===== config.mk =====
export PLATFORM = sky130hd
export DESIGN_NAME = imem_byte_loader_flat
export DESIGN_NICKNAME = d
export VERILOG_FILES = /design/src/rtl/imem_byte_loader_if.sv /design/src/rtl/imem_byte_loader.sv /design/src/flat_wrapper.sv
export SDC_FILE = /design/constraint.sdc
export NUM_CORES = 1
export LEC_CHECK = 0
export CAP_MARGIN = 20
export CORE_MARGIN = 2
export CORE_UTILIZATION = 37
export DETAILED_ROUTE_END_ITERATION = 10
export HOLD_SLACK_MARGIN = 0.1
export SLEW_MARGIN = 10
export SYNTH_ARGS = -nofsm -noshare
export SYNTH_HDL_FRONTEND = slang
export SYNTH_SLANG_ARGS = --single-unit

===== constraint.sdc =====
create_clock -name clk -period 3 [get_ports clk]
set_input_delay 0.9 -clock clk [delete_from_list [all_inputs] [get_ports clk]]
set_output_delay 0.9 -clock clk [all_outputs]
set_load 0.02 [all_outputs]

===== src/rtl/imem_byte_loader_if.sv =====
// Byte stream from the UART receiver into the loader, and the serial write port out to the imem.
interface imem_byte_loader_if;
  logic       byte_valid;
  logic [7:0] rx_byte;
  logic [7:0] imem_byte;
  logic       imem_we;

  modport master (
    input  byte_valid,
    input  rx_byte,
    output imem_byte,
    output imem_we
  );

  modport slave (
    output byte_valid,
    output rx_byte,
    input  imem_byte,
    input  imem_we
  );
endinterface


===== src/rtl/imem_byte_loader.sv =====
// Parses A5/LEN/payload/CSUM frames and replays each payload byte to the imem with a STROBE_CYCLES wide write pulse.
// Pulse starts 2 cycles after a byte is accepted; no backpressure, so a byte arriving mid-strobe aborts the load.
module imem_byte_loader #(
  parameter int MAX_BYTES      = 128,
  parameter int STROBE_CYCLES  = 2,
  parameter int TIMEOUT_CYCLES = 1 << 20
) (
  input  logic               clk,
  input  logic               rst_n,
  imem_byte_loader_if.master bus,
  output logic               cpu_hold,
  output logic               load_done,
  output logic               load_err,
  output logic [1:0]         err_code,
  output logic [7:0]         bytes_loaded
);
  localparam int              TW       = $clog2(TIMEOUT_CYCLES + 1);
  localparam logic [3:0]      SC_FALL  = 4'(STROBE_CYCLES);
  localparam logic [3:0]      SC_LAST  = 4'(STROBE_CYCLES + 1);
  localparam logic [TW-1:0]   TMO_LAST = TW'(TIMEOUT_CYCLES - 1);
  localparam logic [15:0]     LEN_MAX  = 16'(MAX_BYTES);

  typedef enum logic [2:0] {
    SYNC, LEN_HI, LEN_LO, PAYLOAD, STROBE, CSUM, DONE, ERROR
  } state_t;

  state_t          state, next_state;
  logic [7:0]      len_hi, len, csum;
  logic [3:0]      scnt;
  logic            ovr;
  logic [TW-1:0]   tcnt;
  logic            timed, tmo, err_set;
  logic [1:0]      err_val;
  logic [15:0]     len_in;

  assign len_in    = {len_hi, bus.rx_byte};
  assign timed     = state inside {LEN_HI, LEN_LO, PAYLOAD, CSUM};
  assign tmo       = timed && !bus.byte_valid && (tcnt == TMO_LAST);
  assign cpu_hold  = (state != DONE);
  assign load_done = (state == DONE);
  assign load_err  = (state == ERROR);

  always_ff @(posedge clk or negedge rst_n) begin
    if (!rst_n) state <= SYNC;
    else        state <= next_state;
  end

  always_comb begin
    next_state = state;
    err_set    = 1'b0;
    err_val    = 2'd0;
    case (state)
      SYNC:    if (bus.byte_valid && bus.rx_byte == 8'hA5) next_state = LEN_HI;
      LEN_HI:  if (bus.byte_valid) next_state = LEN_LO;
      LEN_LO: begin
        if (bus.byte_valid) begin
          if (len_in == 16'd0 || len_in > LEN_MAX) begin
            next_state = ERROR;
            err_set    = 1'b1;
            err_val    = 2'd1;
          end else begin
            next_state = PAYLOAD;
          end
        end
      end
      PAYLOAD: if (bus.byte_valid) next_state = STROBE;
      STROBE: begin
        // Decide only after the trailing low cycle so an overrun never truncates the pulse.
        if (scnt == SC_LAST) begin
          if (ovr || bus.byte_valid) begin
            next_state = ERROR;
            err_set    = 1'b1;
            err_val    = 2'd2;
          end else if (bytes_loaded == len) begin
            next_state = CSUM;
          end else begin
            next_state = PAYLOAD;
          end
        end
      end
      CSUM: begin
        if (bus.byte_valid) begin
          if (bus.rx_byte == csum) begin
            next_state = DONE;
          end else begin
            next_state = ERROR;
            err_set    = 1'b1;
            err_val    = 2'd3;
          end
        end
      end
      default: ;
    endcase
    if (tmo) begin
      next_state = ERROR;
      err_set    = 1'b1;
      err_val    = 2'd2;
    end
  end

  always_ff @(posedge clk or negedge rst_n) begin
    if (!rst_n) begin
      bus.imem_byte <= 8'd0;
      bus.imem_we   <= 1'b0;
      err_code      <= 2'd0;
      bytes_loaded  <= 8'd0;
      len_hi        <= 8'd0;
      len           <= 8'd0;
      csum          <= 8'd0;
      scnt          <= 4'd0;
      ovr           <= 1'b0;
      tcnt          <= '0;
    end else begin
      bus.imem_we <= (state == STROBE) && (scnt < SC_FALL);
      if (err_set) err_code <= err_val;
      // Idle gap is measured from the last byte, or from re-entry into PAYLOAD after a strobe.
      if (!timed)                tcnt <= '0;
      else if (bus.byte_valid)   tcnt <= TW'(1);
      else                       tcnt <= tcnt + 1'b1;
      case (state)
        LEN_HI:  if (bus.byte_valid) len_hi <= bus.rx_byte;
        LEN_LO:  if (bus.byte_valid) len <= bus.rx_byte;
        PAYLOAD: begin
          if (bus.byte_valid) begin
            bus.imem_byte <= bus.rx_byte;
            scnt          <= 4'd0;
            ovr           <= 1'b0;
          end
        end
        STROBE: begin
          scnt <= scnt + 4'd1;
          if (bus.byte_valid) ovr <= 1'b1;
          if (scnt == SC_FALL) begin
            bytes_loaded <= bytes_loaded + 8'd1;
            csum         <= csum + bus.imem_byte;
          end
        end
        default: ;
      endcase
    end
  end
endmodule


===== src/flat_wrapper.sv =====
// flat-port wrapper written by rule: the top's interface ports become plain ports
module imem_byte_loader_flat 
#(
  parameter int MAX_BYTES      = 128,
  parameter int STROBE_CYCLES  = 2,
  parameter int TIMEOUT_CYCLES = 1 << 20
)
  (clk, rst_n, cpu_hold, load_done, load_err, err_code, bytes_loaded, bus_byte_valid, bus_rx_byte, bus_imem_byte, bus_imem_we);
  imem_byte_loader_if bus_i ();
  input  logic clk;
  input  logic rst_n;
  output logic cpu_hold;
  output logic load_done;
  output logic load_err;
  output logic [1:0] err_code;
  output logic [7:0] bytes_loaded;
  input wire logic [$bits(bus_i.byte_valid)-1:0] bus_byte_valid;
  input wire logic [$bits(bus_i.rx_byte)-1:0] bus_rx_byte;
  output wire logic [$bits(bus_i.imem_byte)-1:0] bus_imem_byte;
  output wire logic [$bits(bus_i.imem_we)-1:0] bus_imem_we;
  assign bus_i.byte_valid = bus_byte_valid;
  assign bus_i.rx_byte = bus_rx_byte;
  assign bus_imem_byte = bus_i.imem_byte;
  assign bus_imem_we = bus_i.imem_we;
  imem_byte_loader #(.MAX_BYTES(MAX_BYTES), .STROBE_CYCLES(STROBE_CYCLES), .TIMEOUT_CYCLES(TIMEOUT_CYCLES)) u_core (.clk(clk), .rst_n(rst_n), .bus(bus_i), .cpu_hold(cpu_hold), .load_done(load_done), .load_err(load_err), .err_code(err_code), .bytes_loaded(bytes_loaded));
endmodule

After elaboration in Yosys (flattened, before gate mapping)
Index checks and enable logic that the tools add are counted.
- bits in registers: 72
- bits of input ports: 11
- output and inout bits: 22
- logic and storage cells: 93
- $add $sub $neg: 4
- order comparisons: 2
- eq/ne operators: 22
- mux-type cells: 35
- reductions and logical operators: 19
- operators with widths (operator ; count):
    two-way mux 21 bit ; 2
    two-way mux 3 bit ; 10
    adder 21 x 1 -> 21 bit, second input constant ; 1
    equality test 21 x 20 -> 1 bit, second input constant ; 1
    one-hot mux 3 bit (6 select lines) ; 1
    equality test 8 bit ; 2
    > comparator 16 x 8 -> 1 bit, second input constant ; 1
    logical NOT 16 bit ; 1
    equality test 3 bit, second input constant ; 4
    two-way mux 2 bit ; 6
    inequality test 3 x 2 -> 1 bit, second input constant ; 4
    two-way mux 1 bit ; 11
    AND reduction 2 bit ; 5
    adder 8 x 1 -> 8 bit, second input constant ; 1
    adder 8 bit ; 1
    equality test 4 x 2 -> 1 bit, second input constant ; 2
    equality test 8 bit, second input constant ; 1
    one-hot mux 4 bit (2 select lines) ; 1
    AND reduction 7 bit ; 1
    nonzero test 7 bit ; 1
    equality test 3 x 2 -> 1 bit, second input constant ; 2
    inequality test 3 x 1 -> 1 bit, second input constant ; 2
    one-hot mux 2 bit (3 select lines) ; 1
    adder 4 x 1 -> 4 bit, second input constant ; 1
    other kinds (14) ; 19

Depth between registers and ports, before layout
- word-level depth: 6
- gate-level depth with buffers: 8
- gate-level depth less buffers: 8

Least setup slack after synthesis
OpenSTA, ideal clock, no wires.
- path type: in2reg
- start: in bus_rx_byte[1]
- end: reg u_core.state[2]
- setup time: 124 ps
- arrival time: 1959 ps
- data required time: 2876 ps
- path slack: 917 ps
- stages on the path: 5
- buffers on the path: 0
- cells stage by stage: nor4_1 nand4_1 o211ai_1 o21ai_0 a211o_1
- word-level cells in the longest chain between the ends: 6
- elaborated cells between the ends (all ways): 11
- classes of those cells: order compare: 1; eq/ne: 2; mux: 4; reduce/logical: 4
- RTL lines (what ; RTL line ; source):
    start, declared ; flat_wrapper.sv:18 ; input wire logic [$bits(bus_i.rx_byte)-1:0] bus_rx_byte;
    > comparator 16 x 8 -> 1 bit or logical NOT 16 bit (tied branches) ; imem_byte_loader.sv:57 ; if (len_in == 16'd0 || len_in > LEN_MAX) begin
    logical OR 1 bit ; imem_byte_loader.sv:57 ;
    two-way mux 3 bit ; imem_byte_loader.sv:57 ;
    two-way mux 3 bit ; imem_byte_loader.sv:56 ; if (bus.byte_valid) begin
    one-hot mux 3 bit (6 select lines) ; imem_byte_loader.sv:52 ; case (state)
    two-way mux 3 bit ; imem_byte_loader.sv:94 ; if (tmo) begin
    end signal, assigned ; imem_byte_loader.sv:45 ; else state <= next_state;
    end, declared ; imem_byte_loader.sv:27 ; state_t state, next_state;
Parallel ways exist; a longest one is shown, timed or not. The select of a mux whose other input is x is not followed.
A chain may end at the register's enable or synchronous reset.

Worst setup path in the final report
- start: reg u_core.state[1]
- end: out load_err
- word-level cells in the longest chain between the ends: 1
- RTL lines (what ; RTL line ; source):
    equality test 3 bit ; imem_byte_loader.sv:41 ; assign load_err = (state == ERROR);
    end, declared ; flat_wrapper.sv:14 ; output logic load_err;
Every way passes these cells.

==> results.cfg <==
[placed_design]
pre_cts_ws_ps = 286.4
numPortBuffers = 32
placed_area_um2 = 4235
place_congestion = 0.8176
place_hpwl_mm = 5.780
dp.cells = 535

[layout]
fill_cells = 969
final_nets = 436
area_growth_pct = 20.79
final_cell_area_um2 = 4471
num_antenna_cells = 0
multi_input_area_um2 = 1793
final_core_util_pct = 45.95
final_cell_mix = 72 x dfrtp_1, 49 x nand2_1, 38 x nor2_1, 31 x clkdlybuf4s50_1, 27 x xor2_1
final_common_cell = dfrtp_1
stdcell_count = 551
seqCellArea_um2 = 1802
layout-drive-gt1-share_pct = 12.92

[logic_synthesis]
yosys_warnings = 0
synth_cell_types = 47
syn_nets = 391
yosysSeqAreaShare_pct = 48.68
async_reset_ff_share_pct = 100.0
ys_ff_latch = 72
synth_area_per_cell_um2 = 10.06
synth-edff-count = 0
synthFlopType = dfrtp_1
syn_inst = 368
synthesis.area_um2 = 3701

[power_and_ir_drop]
power_mw = 3.728
leakage_nw = 1.960
powerDensity_nw_per_um2 = 834.0
peakVddDrop_v = 0.0004960

[setup_path]
end_kind = output pin
worstPathCellList = inv_2 -> nor2_1 -> clkdlybuf4s50_1
required_ps = 2100
crit_path_max_fanout = 10
start_kind = flop
critPathSlowestCell = clkdlybuf4s50_1
crit_type = reg2out
critPathArrivalTime_ps = 1850
max_stage_delay_ps = 630

[timing]
rsz0062_at_grt = false
fmax_mhz = 363.2
finalCriticalPeriod_ps = 2753
clock_skew_ps = 14.40
fin_setup_tns_ps = 0
final_min_period_over_clock_period_pct = 91.77
tightest_slew_ps = 700.8
worst_slack_ps = 247.0
hold_violations = 0
whs_ps = 498.0
setup_viol = 0
drv_slew = 0
slew_headroom_pct = 53.14

[detailed_routing]
wirelength_mm = 7.883
viasPerCell = 4.969
first_pass_iters = 4
drt_iter0_markers = 108
drc_errors = 0
detail_route.wl_per_cell_um = 14.31
num_vias = 2738
ant_nets = 0

[clock_network]
cts_tree = built
cts_root_buf = clkbuf_8
path_clk_slew_ps = 80
cts_buffers = 9
cts_resized = 0
cts.path.max_buffers = 2
htree_num_levels = 3
hold_buffers = 0
insertion_delay_ps = 350
clock_sinks = 72
cts_post_setup_buffers_inserted = 0

[floorplan]
dieArea_um2 = 10820
die_x_um = 104.0
core_um2 = 9729
rows = 36
initial_core_util_pct = 38.04
die_h_um = 104.0
ioPinCount = 33

[grt]
gr-usage-all-layers_pct = 15.84
antenna_found_initial = 0
grt_pass1_vias = 2762
grt_max_degree = 23
grt_pass1_wl_mm = 13.77
gr-total-overflow = 0

[flow_run]
maxCapViolations = 0

[outcome]
status = completed

[min_path]
hold_class = reg2reg
==> worst max-delay path: cells and delay by family, from the launching register on <==
family | cells | cell delay, ps
DFF | 1 | 510
buffers and inverters | 2 | 800
and+or+nand+nor | 1 | 200
==> where the power goes <==
part           switching (mW)  internal [mW]  leakage [nW]  total [mW]
clock network           0.397          0.506         0.120       0.903
registers               0.244           1.24         0.941        1.49
logic                   0.711          0.628         0.900        1.34
total                    1.35           2.38          1.96        3.73
==> cell type report <==
cell class              count  share of cell area (%)
multi-input cells         272                   40.11
clock buffers              10                   3.079
inverters                  13                   1.092
clock inverters             6                   2.183
flip-flops and latches     72                   40.30
repair buffers             45                   9.516
well taps                 133                   3.722
==> final timing paths <==
path | start | end | slack (ps) | cells past startpoint
setup / recovery | u_core.state[1] | load_err | 250 | 3
hold / removal | u_core.scnt[3] | u_core.scnt[3] | 500 | 1
setup reg to reg | u_core.csum[0] | u_core.csum[6] | 1050 | 8
hold reg to reg | u_core.scnt[3] | u_core.scnt[3] | 500 | 1
max in group asynchronous | rst_n | u_core.tcnt[5] | 1840 | 2
min in group asynchronous | rst_n | u_core.bus.imem_we | 510 | 1
==> registers in the layout, summed over array words and instances, names as in the netlist, 3 cells and up <==
signal                count
u_core.bus.imem_byte      8
u_core.bytes_loaded       8
u_core.csum               8
u_core.len                8
u_core.len_hi             8
u_core.scnt               4
u_core.state              3
u_core.tcnt              21
==> cells by family (layout without fill, tap and decap cells) <==
logic type               Yosys count  count (layout)  share of synthesized area [%]
multiplexers                      16              16                          4.868
AO/OA/AOI/OAI                     46              46                          7.810
buffers and inverters             24              74                          2.874
XOR/XNOR                          45              45                          10.65
AND/OR/NAND/NOR                  153             153                          20.86
adder cells (fa/ha/maj)           12              12                          4.260
flip-flops                        72              72                          48.68
==> routing by layer <==
layer / vias to the layer above / part of all wire [%] / GRT usage (%)
met3: 10 / 2.6 / 3.509
li1: 1371 / - / -
met5: - / 0 / 0
met4: 0 / 1.5 / 4.923
met1: 1317 / 47 / 20.80
met2: 40 / 49 / 26.17
==> synth_stat cells (2+ instances only) <==
cell type   n  area, um^2
dfrtp_1    72        1802
nand2_1    49       183.9
nor2_1     38       142.6
xor2_1     27       236.5
xnor2_1    18       157.7
mux2_2     16       180.2
nand3_1    13       65.06
a21oi_1    12       60.06
o21ai_0    12       60.06
ha_1       11       137.6
inv_1      11       41.29
nand4_1    11       68.82
nor4_1      8       50.05
and4_1      6       52.55
nor3_1      6       30.03
a211oi_1    4       30.03
and3_1      4       25.02
buf_2       4       20.02
clkbuf_1    4       15.01
a31oi_1     3       18.77
and2_1      3       18.77
buf_4       3       22.52
o211ai_1    3       22.52
o31ai_1     3       22.52
a211o_1     2       17.52
inv_2       2       7.510
nand3b_1    2       15.01
o21a_1      2       15.01
(Power assumes the default switching activity.)
